File: src/rtl/defines.sv
// Project-wide macros shared by the core and its boot-time loader.
`ifndef RIVIERA_DEFINES_SV
`define RIVIERA_DEFINES_SV

`define IM_DATA_BYTES 4
`define RNG_32 31:0
`define IM_LOADER_TIMEOUT 65535

`endif

File: src/rtl/struct_pckg.sv
// Shared structures and enums for the core interconnect and the IM loader.
`include "defines.sv"

package struct_pckg;

  typedef struct packed {
    logic [`IM_DATA_BYTES-1:0] we_im;
    logic [`RNG_32]            im_data;
  } interconnection_struct;

  typedef enum logic [2:0] {
    LD_IDLE,
    LD_HDR,
    LD_PAYLOAD,
    LD_CHK,
    LD_DONE,
    LD_ERR
  } loader_state_e;

  typedef enum logic [1:0] {
    LD_ERR_NONE    = 2'd0,
    LD_ERR_COUNT   = 2'd1,
    LD_ERR_CHKSUM  = 2'd2,
    LD_ERR_TIMEOUT = 2'd3
  } loader_err_e;

endpackage

File: src/rtl/im_loader_timer.sv
// Saturating idle-cycle counter; flags the cycle on which it would reach the limit.
`include "defines.sv"

module im_loader_timer #(
  parameter int unsigned TIMEOUT_CYC = `IM_LOADER_TIMEOUT
) (
  input  logic clk,
  input  logic rst_n,
  input  logic enable,
  input  logic clear,
  output logic expired
);

  localparam int CW = $clog2(TIMEOUT_CYC + 1);
  localparam logic [CW-1:0] LIMIT = CW'(TIMEOUT_CYC);

  logic [CW-1:0] count_q;

  // Count idle cycles while enabled; an accepted byte or leaving the active states restarts it
  always_ff @(posedge clk or negedge rst_n) begin
    if (!rst_n) begin
      count_q <= '0;
    end else if (clear || !enable) begin
      count_q <= '0;
    end else if (count_q != LIMIT) begin
      count_q <= count_q + 1'b1;
    end
  end

  // A clear in the same cycle suppresses expiry, so a last-moment byte wins
  assign expired = enable && !clear && (count_q >= LIMIT - CW'(1));

endmodule

File: src/rtl/riviera_im_loader.sv
// Boot loader: framed byte stream -> sequential 32-bit IM writes, core held in reset until verified.
`include "defines.sv"

module riviera_im_loader
  import struct_pckg::*;
#(
  parameter int unsigned IM_WORDS    = 1024,
  parameter int unsigned TIMEOUT_CYC = `IM_LOADER_TIMEOUT
) (
  input  logic                      clk,
  input  logic                      rst_n,
  input  logic                      i_byte_valid,
  input  logic [7:0]                i_byte,
  output logic                      o_byte_ready,
  input  logic                      i_restart,
  output logic [`IM_DATA_BYTES-1:0] o_we_im,
  output logic [`RNG_32]            o_im_data,
  output logic                      o_core_rst_n,
  output logic                      o_done,
  output logic                      o_err,
  output logic [1:0]                o_err_code
);

  localparam int WCW = $clog2(IM_WORDS + 1);

  loader_state_e state_q, state_d;
  loader_err_e   err_code_q, err_code_d;

  logic [1:0]     byte_idx_q;
  logic [31:0]    count_q;
  logic [WCW-1:0] word_cnt_q;
  logic [23:0]    word_q;
  logic [7:0]     xor_q;
  logic           we_q;
  logic [31:0]    data_q;

  logic        accept;
  logic        timer_en;
  logic        timer_expired;
  logic [31:0] hdr_count;
  logic        last_word;

  assign o_byte_ready = (state_q == LD_IDLE) || (state_q == LD_HDR) ||
                        (state_q == LD_PAYLOAD) || (state_q == LD_CHK);
  assign accept       = i_byte_valid && o_byte_ready;
  assign timer_en     = (state_q == LD_HDR) || (state_q == LD_PAYLOAD) || (state_q == LD_CHK);

  // Fields arrive little-endian, so bytes shift in from the top
  assign hdr_count = {i_byte, count_q[31:8]};
  assign last_word = (32'(word_cnt_q) + 32'd1) == count_q;

  im_loader_timer #(
    .TIMEOUT_CYC(TIMEOUT_CYC)
  ) u_timer (
    .clk    (clk),
    .rst_n  (rst_n),
    .enable (timer_en),
    .clear  (accept),
    .expired(timer_expired)
  );

  // State and error-code registers
  always_ff @(posedge clk or negedge rst_n) begin
    if (!rst_n) begin
      state_q    <= LD_IDLE;
      err_code_q <= LD_ERR_NONE;
    end else begin
      state_q    <= state_d;
      err_code_q <= err_code_d;
    end
  end

  // Next-state and state-decoded status outputs
  always_comb begin
    state_d      = state_q;
    err_code_d   = err_code_q;
    o_done       = 1'b0;
    o_core_rst_n = 1'b0;
    o_err        = 1'b0;
    case (state_q)
      LD_IDLE: begin
        if (accept) state_d = LD_HDR;
      end
      LD_HDR: begin
        if (accept && byte_idx_q == 2'd3) begin
          if (hdr_count == 32'd0 || hdr_count > 32'(IM_WORDS)) begin
            state_d    = LD_ERR;
            err_code_d = LD_ERR_COUNT;
          end else begin
            state_d = LD_PAYLOAD;
          end
        end else if (timer_expired) begin
          state_d    = LD_ERR;
          err_code_d = LD_ERR_TIMEOUT;
        end
      end
      LD_PAYLOAD: begin
        if (accept && byte_idx_q == 2'd3 && last_word) begin
          state_d = LD_CHK;
        end else if (timer_expired) begin
          state_d    = LD_ERR;
          err_code_d = LD_ERR_TIMEOUT;
        end
      end
      LD_CHK: begin
        if (accept) begin
          if (i_byte == xor_q) begin
            state_d = LD_DONE;
          end else begin
            state_d    = LD_ERR;
            err_code_d = LD_ERR_CHKSUM;
          end
        end else if (timer_expired) begin
          state_d    = LD_ERR;
          err_code_d = LD_ERR_TIMEOUT;
        end
      end
      LD_DONE: begin
        o_done       = 1'b1;
        o_core_rst_n = 1'b1;
        if (i_restart) state_d = LD_IDLE;
      end
      LD_ERR: begin
        o_err = 1'b1;
        if (i_restart) begin
          state_d    = LD_IDLE;
          err_code_d = LD_ERR_NONE;
        end
      end
      default: state_d = LD_IDLE;
    endcase
  end

  // Header/word assembly, checksum accumulation and the one-cycle write pulse
  always_ff @(posedge clk or negedge rst_n) begin
    if (!rst_n) begin
      byte_idx_q <= 2'd0;
      count_q    <= '0;
      word_cnt_q <= '0;
      word_q     <= '0;
      xor_q      <= '0;
      we_q       <= 1'b0;
      data_q     <= '0;
    end else begin
      we_q <= 1'b0;
      if (accept) begin
        case (state_q)
          LD_IDLE: begin
            count_q    <= {i_byte, 24'd0};
            byte_idx_q <= 2'd1;
            word_cnt_q <= '0;
            xor_q      <= '0;
          end
          LD_HDR: begin
            count_q    <= hdr_count;
            byte_idx_q <= byte_idx_q + 2'd1;
          end
          LD_PAYLOAD: begin
            word_q     <= {i_byte, word_q[23:8]};
            xor_q      <= xor_q ^ i_byte;
            byte_idx_q <= byte_idx_q + 2'd1;
            if (byte_idx_q == 2'd3) begin
              we_q       <= 1'b1;
              data_q     <= {i_byte, word_q};
              word_cnt_q <= word_cnt_q + 1'b1;
            end
          end
          default: ;
        endcase
      end
    end
  end

  assign o_we_im    = {`IM_DATA_BYTES{we_q}};
  assign o_im_data  = data_q;
  assign o_err_code = err_code_q;

endmodule

File: config.mk
export PLATFORM = sky130hd
export DESIGN_NAME = riviera_im_loader
export DESIGN_NICKNAME = d
export VERILOG_FILES = /design/src/rtl/struct_pckg.sv /design/src/rtl/im_loader_timer.sv /design/src/rtl/riviera_im_loader.sv
export VERILOG_INCLUDE_DIRS = /design/src /design/src/rtl
export SDC_FILE = /design/constraint.sdc
export NUM_CORES = 1
export LEC_CHECK = 0
export ABC_AREA = 1
export BUFFER_PORTS_ARGS = -buffer_cell sky130_fd_sc_hd__buf_2
export CORE_ASPECT_RATIO = 0.75
export CORE_MARGIN = 2
export CORE_UTILIZATION = 45
export DETAILED_ROUTE_END_ITERATION = 10
export GPL_ROUTABILITY_DRIVEN = 1
export PLACE_DENSITY = 0.7
export SYNTH_ARGS = -nofsm -noshare
export SYNTH_HDL_FRONTEND = slang
export SYNTH_SLANG_ARGS = --single-unit
File: constraint.sdc
create_clock -name clk -period 2.26 [get_ports clk]
set_input_delay 0.226 -clock clk [delete_from_list [all_inputs] [get_ports clk]]
set_output_delay 0.226 -clock clk [all_outputs]
set_load 0.02 [all_outputs]
* Yosys cells after proc, flatten, opt, wreduce, memory -nomap -nowiden *
Index checks and enable logic that the tools add are counted.
W data, S select, Z words.

storage, ports and cells
  flip-flop bits (word level) = 131
  input port bits = 12
  output and inout bits = 42

cells by class
  add/sub/neg operators = 4
  $lt $le $gt $ge = 2
  equality and inequality tests = 16
  mux-type cells = 29
  bitwise logic cells = 1
  reduce and logical (&&, ||, !) cells = 31

operators by type and width
  operator                 number
  $pmux W32 S2             1
  $eq A12 B32 Y1           1
  $gt A32 B11 Y1 const B   1
  $logic_not A32 Y1        1
  $mux W16                 2
  $pmux W11 S2             1
  $mux W3                  7
  $add A16 B1 Y16 const B  1
  $ge A16 B16 Y1 const B   1
  $ne A16 B16 Y1 const B   1
  $pmux W8 S2              1
  $pmux W3 S5              1
  $mux W2                  7
  $add A11 B1 Y12 const B  1
  $add A11 B1 Y11 const B  1
  $mux W11                 1
  $reduce_and A2 Y1        5
  $eq A8 B8 Y1             1
  $pmux W2 S4              1
  $reduce_bool A2 Y1       4
  $xor A8 B8 Y8            1
  $logic_or A1 B1 Y1       7
  $eq A3 B2 Y1 const B     2
  $eq A3 B3 Y1 const B     2
  16 further kinds         31

* Logic depth before layout (Yosys ltp) *
  depth in word-level cells = 11
  gate-level depth with buffers = 15
  gate-level depth less buffers = 15

* By module *
Synthesis repeated with hierarchy kept, for this count alone.

second synthesis, totals
  cells, all modules = 762
  area, all modules = 6329.8 sq um

by module, submodules not included
  module             times used  cells each  area each (sq um)
  riviera_im_loader  1           615         5275.1
  im_loader_timer    1           147         1054.8

* Worst setup path after synthesis *
No wires, ideal clock.

  kind = flip-flop to flip-flop
  start point = register word_cnt_q[1]
  end point = register err_code_q[0] (netlist: o_err_code[0])
  arrival time = 1.492 ns
  data required time = 2.142 ns
  slack = 0.650 ns
  cell stages (with the launch flop) = 13
  buffers on the path = 0
  clock period less this slack = 1.610 ns
  cell sequence = dfrtp_1 -> ha_1 -> nand2_2 -> nor2_4 -> nand2_1 -> nand2_1 -> nand2_1 -> nand2_1 -> nand3_1 -> nor2_1 -> nand3_2 -> nand4_1 -> nand2_1

between the ends
  cells in the longest elaborated chain, start to end = 5

RTL lines
  what                         RTL line                  source
  from (decl)                  riviera_im_loader.sv:31   logic [WCW-1:0] word_cnt_q;
  from (signal assigned)       riviera_im_loader.sv:165  word_cnt_q <= word_cnt_q + 1'b1;
  $add A11 B1 Y12              riviera_im_loader.sv:50   assign last_word = (32'(word_cnt_q) + 32'd1) == count_q;
  $eq A12 B32 Y1               riviera_im_loader.sv:50
  $logic_and A1 B1 Y1          riviera_im_loader.sv:98   if (accept && byte_idx_q == 2'd3 && last_word) begin
  $ne A2 B2 Y1 (no line)       n/a
  $reduce_and A5 Y1 (no line)  n/a
  to (signal assigned)         riviera_im_loader.sv:69   err_code_q <= err_code_d;
  to (decl)                    riviera_im_loader.sv:27   loader_err_e err_code_q, err_code_d;

No other way between the ends.
A chain may end at the register's enable or synchronous reset.

* Final worst setup path *
  start point = register word_cnt_q[0]
  end point = register err_code_q[0] (netlist: o_err_code[0])

Same word-level chain as after synthesis.

==> results.md <==
- Final hold viol count: 0
- CP Max Fanout: 4
- Gr usage total: 20.5%
- Core area: around 13000 µm²
- Clock Tree Root: clkbuf_16
- I/O Buffers: 53
- Final period util: 89.9%
- Synthesized cell area: a little over 6000 µm²
- IO Pins: 54
- Critical path, cell by cell: ha_1, inv_1, nand2_1, nand2_1, nor2_1, nand2_1, nor2_1, nand4_1, nor2_1, nand3_2, nand4_1, nand2_1
- Critical path endpoint category: register
- Clock Sinks: around 130
- Most frequent cells in the layout: nand2_1 (218), dfrtp_1 (131), inv_1 (91)
- Largest net degree at the start of global routing: approximately 60
- Hold WC Path Type: primary input to register
- Final Skew: 9.32 ps
- Hold depth: 2
- Cts bufs inserted: 17
- Asr flop ratio synth: 100%
- Nets: roughly 810
- Worst-Skew Late Latency: roughly 420 ps
- WP data arrival: between 2000 and 2500 ps
- CTS tree: yes
- First-pass GRT wire length: between 20000 and 25000 µm
- Avg Synthesized Cell Area: ~8.3 µm²
- Multi-input gate area: ~2300 µm²
- Fmax: approximately 500 MHz
- Area Overhead vs Synth: 16.7%
- DRC: 0
- Setup_tns: 0 ps
- Max-slew headroom: about two fifths
- WP depth: 12
- Worst reg2reg path depth: 12
- CTS H-tree lvls: 4
- Row count: 36
- Tmin final: 2030 ps
- Starting Density: 46.5%
- Kind of critical path: register to register
- Comb power frac: a little under 20%
- Die Height: roughly 100 µm
- Layout cells sized above 1: between 10% and 20%
- Status: finished, final reports clean
- Vias: 4943
- Buffer count from post-CTS setup fixing: 0
- 1st-pass router iterations: 7
- Post-synth cell types: 35
- Syn_nets: ~750
- Fill cell count: approximately 1200
- Worst VDD drop: between 0.0005 and 0.0006 V
- Die area: 14500 µm²
- Commonest non-fill, non-tap cell in the layout: nand2_1
- Worst path max stage delay: around 420 ps
- Worst-margin pin slew: slightly above 900 ps
- Int Power: roughly 0.0046 W
- DR WL/cell: around 14 µm
- Sequential Power Share: slightly above 40%
- Leakage: approximately 3.5 nW
- Worst EP required: ~2600 ps
- Sw frac: between 30% and 40%
- Final setup viols: 0
- Vias in the first global route: roughly 4600
- Clock share of power: 39.4%
- Ys Warns: 0
- Antenna-violating nets left: 0
- Die W: 138 µm
- First DRT Iteration DRCs: around 340
- CTS max path bufs: 2
- Storage element area: between 3000 and 4000 µm²
- Crit path max-delay family: simple AND/OR/NAND/NOR gates
- Max-cap violations: 0
- Seq/Total Area, Yosys: roughly 54%
- Prevailing post-synth register cell: dfrtp_1
- Final Max Slew Viols: 0
- Slowest CP cell: dfrtp_1
- Sw power: roughly 0.0021 W
- Mapped Cells: 738
- Number of enable flip-flop cells after synthesis: 0
- HPWL after DPL: 9590 µm
- Initial antenna violation count: 1
- Power Dens Cells: around 940 nW/µm²
- Yosys reg bits: roughly 130
- Clock-pin slew on the worst setup and hold paths: ~60 ps
- CP bufs+invs: 1
- Drt total wl: about 14000 µm
- RSZ-0062 raised after global routing: false
- Routed vias/inst: roughly 5.0
- Crit path launch type: register
- Crit-path most repeated cell: nand2_1
- Setup slack, reg-to-reg: 230 ps
- Power Total: approximately 0.0067 W
- GPL Wtd Cong: between 0.9 and 1
- Congestion Overflow GR: 0
logic make-up (layout without fill, tap and decap cells):
family          count (synthesis)  after routing  synth area share, %
fa+ha+maj                       4              4                0.821
buf+inv                       126            196                 8.41
other cells                     0              1                    0
xor+xnor                        8              8                 1.15
flops                         131            131                 53.8
compound gates                127            127                 11.6
simple gates                  342            342                 24.2
registers in the layout, indices dropped and copies added, names as in the netlist:
register / cells
word_cnt_q: 11
xor_q: 8
byte_idx_q: 2
we_q: 1
count_q: 32
state_q: 3
o_err_code: 2
u_timer.count_q: 16
word_q: 24
o_im_data: 32
Yosys cell counts, drive strengths merged (3+ instances only):
| cell type | count | area, µm² |
|---|---|---|
| ha | 4 | 50.1 |
| nand2 | 219 | 825 |
| dfrtp | 131 | 3280 |
| o21ai | 77 | 389 |
| buf | 12 | 85.1 |
| nor2 | 61 | 277 |
| xnor2 | 8 | 70.1 |
| a21oi | 9 | 45.0 |
| clkbuf | 13 | 48.8 |
| o22ai | 32 | 200 |
| inv | 101 | 379 |
| nand4 | 11 | 75.1 |
| nand3 | 37 | 210 |
| nor3 | 7 | 45.0 |
| nor4 | 3 | 18.8 |
power groups by stage:
stage               registers (W)  logic, W  clock network [W]
floorplan                 0.00274  0.000912                  0
global placement          0.00277   0.00129                  0
detailed placement        0.00277   0.00129                  0
CTS                       0.00273   0.00130            0.00267
global route              0.00276   0.00149            0.00280
finish                    0.00274   0.00131            0.00263
what timing repair did:
item | in CTS | in global routing
resized for setup | 0 | 0
hold buffers | 1 | 0
endpoints found under the hold margin | 56 | 0
endpoints found under the setup margin | 0 | 0
worst paths after layout:
check | from | end
min in group asynchronous | rst_n | word_cnt_q[4]$_DFFE_PN0P_
min reg2reg | o_im_data[2]$_DFFE_PN0P_ | o_im_data[2]$_DFFE_PN0P_
max | word_cnt_q[0]$_DFFE_PN0P_ | o_err_code[0]$_DFFE_PN0P_
min | i_restart | state_q[0]$_DFFE_PN0P_
max reg2reg | word_cnt_q[0]$_DFFE_PN0P_ | o_err_code[0]$_DFFE_PN0P_
max in group asynchronous | rst_n | u_timer.count_q[3]$_DFFE_PN0P_
final cells by class:
class | instances | share of cell area (%)
clock buffer | 18 | 6.17
timing repair buffer | 63 | 5.08
clock inverter | 14 | 1.83
multi-input combinational | 481 | 32.5
antenna | 1 | 0.0352
sequential | 131 | 46.1
tap | 171 | 3.01
inverter | 101 | 5.33
through the flow:
stage | utilization, % | hold WS [ps] | cells | area [µm²] | setup WS [ps]
6_report | 54.3 | 42.7 | 980 | 7110 | 227
5_1_grt | 54.2 | 25.4 | 979 | 7110 | 111
4_1_cts | 54.2 | 20.3 | 979 | 7110 | 281
3_5_place_dp | 49.8 | 241 | 946 | 6530 | 301
3_3_place_gp | 49.8 | 240 | 946 | 6530 | 236
2_1_floorplan | - | -69.6 | 738 | 6100 | 650
metal layers:
metal,part of all wire (%),vias up,global-route usage [%]
met5,0,-,0
met2,41,136,27.8
met4,0.91,0,5.39
met3,6.4,13,5.22
met1,52,2293,32.2
li1,-,2501,-
Note: power is estimated with default switching activity, not from simulation.
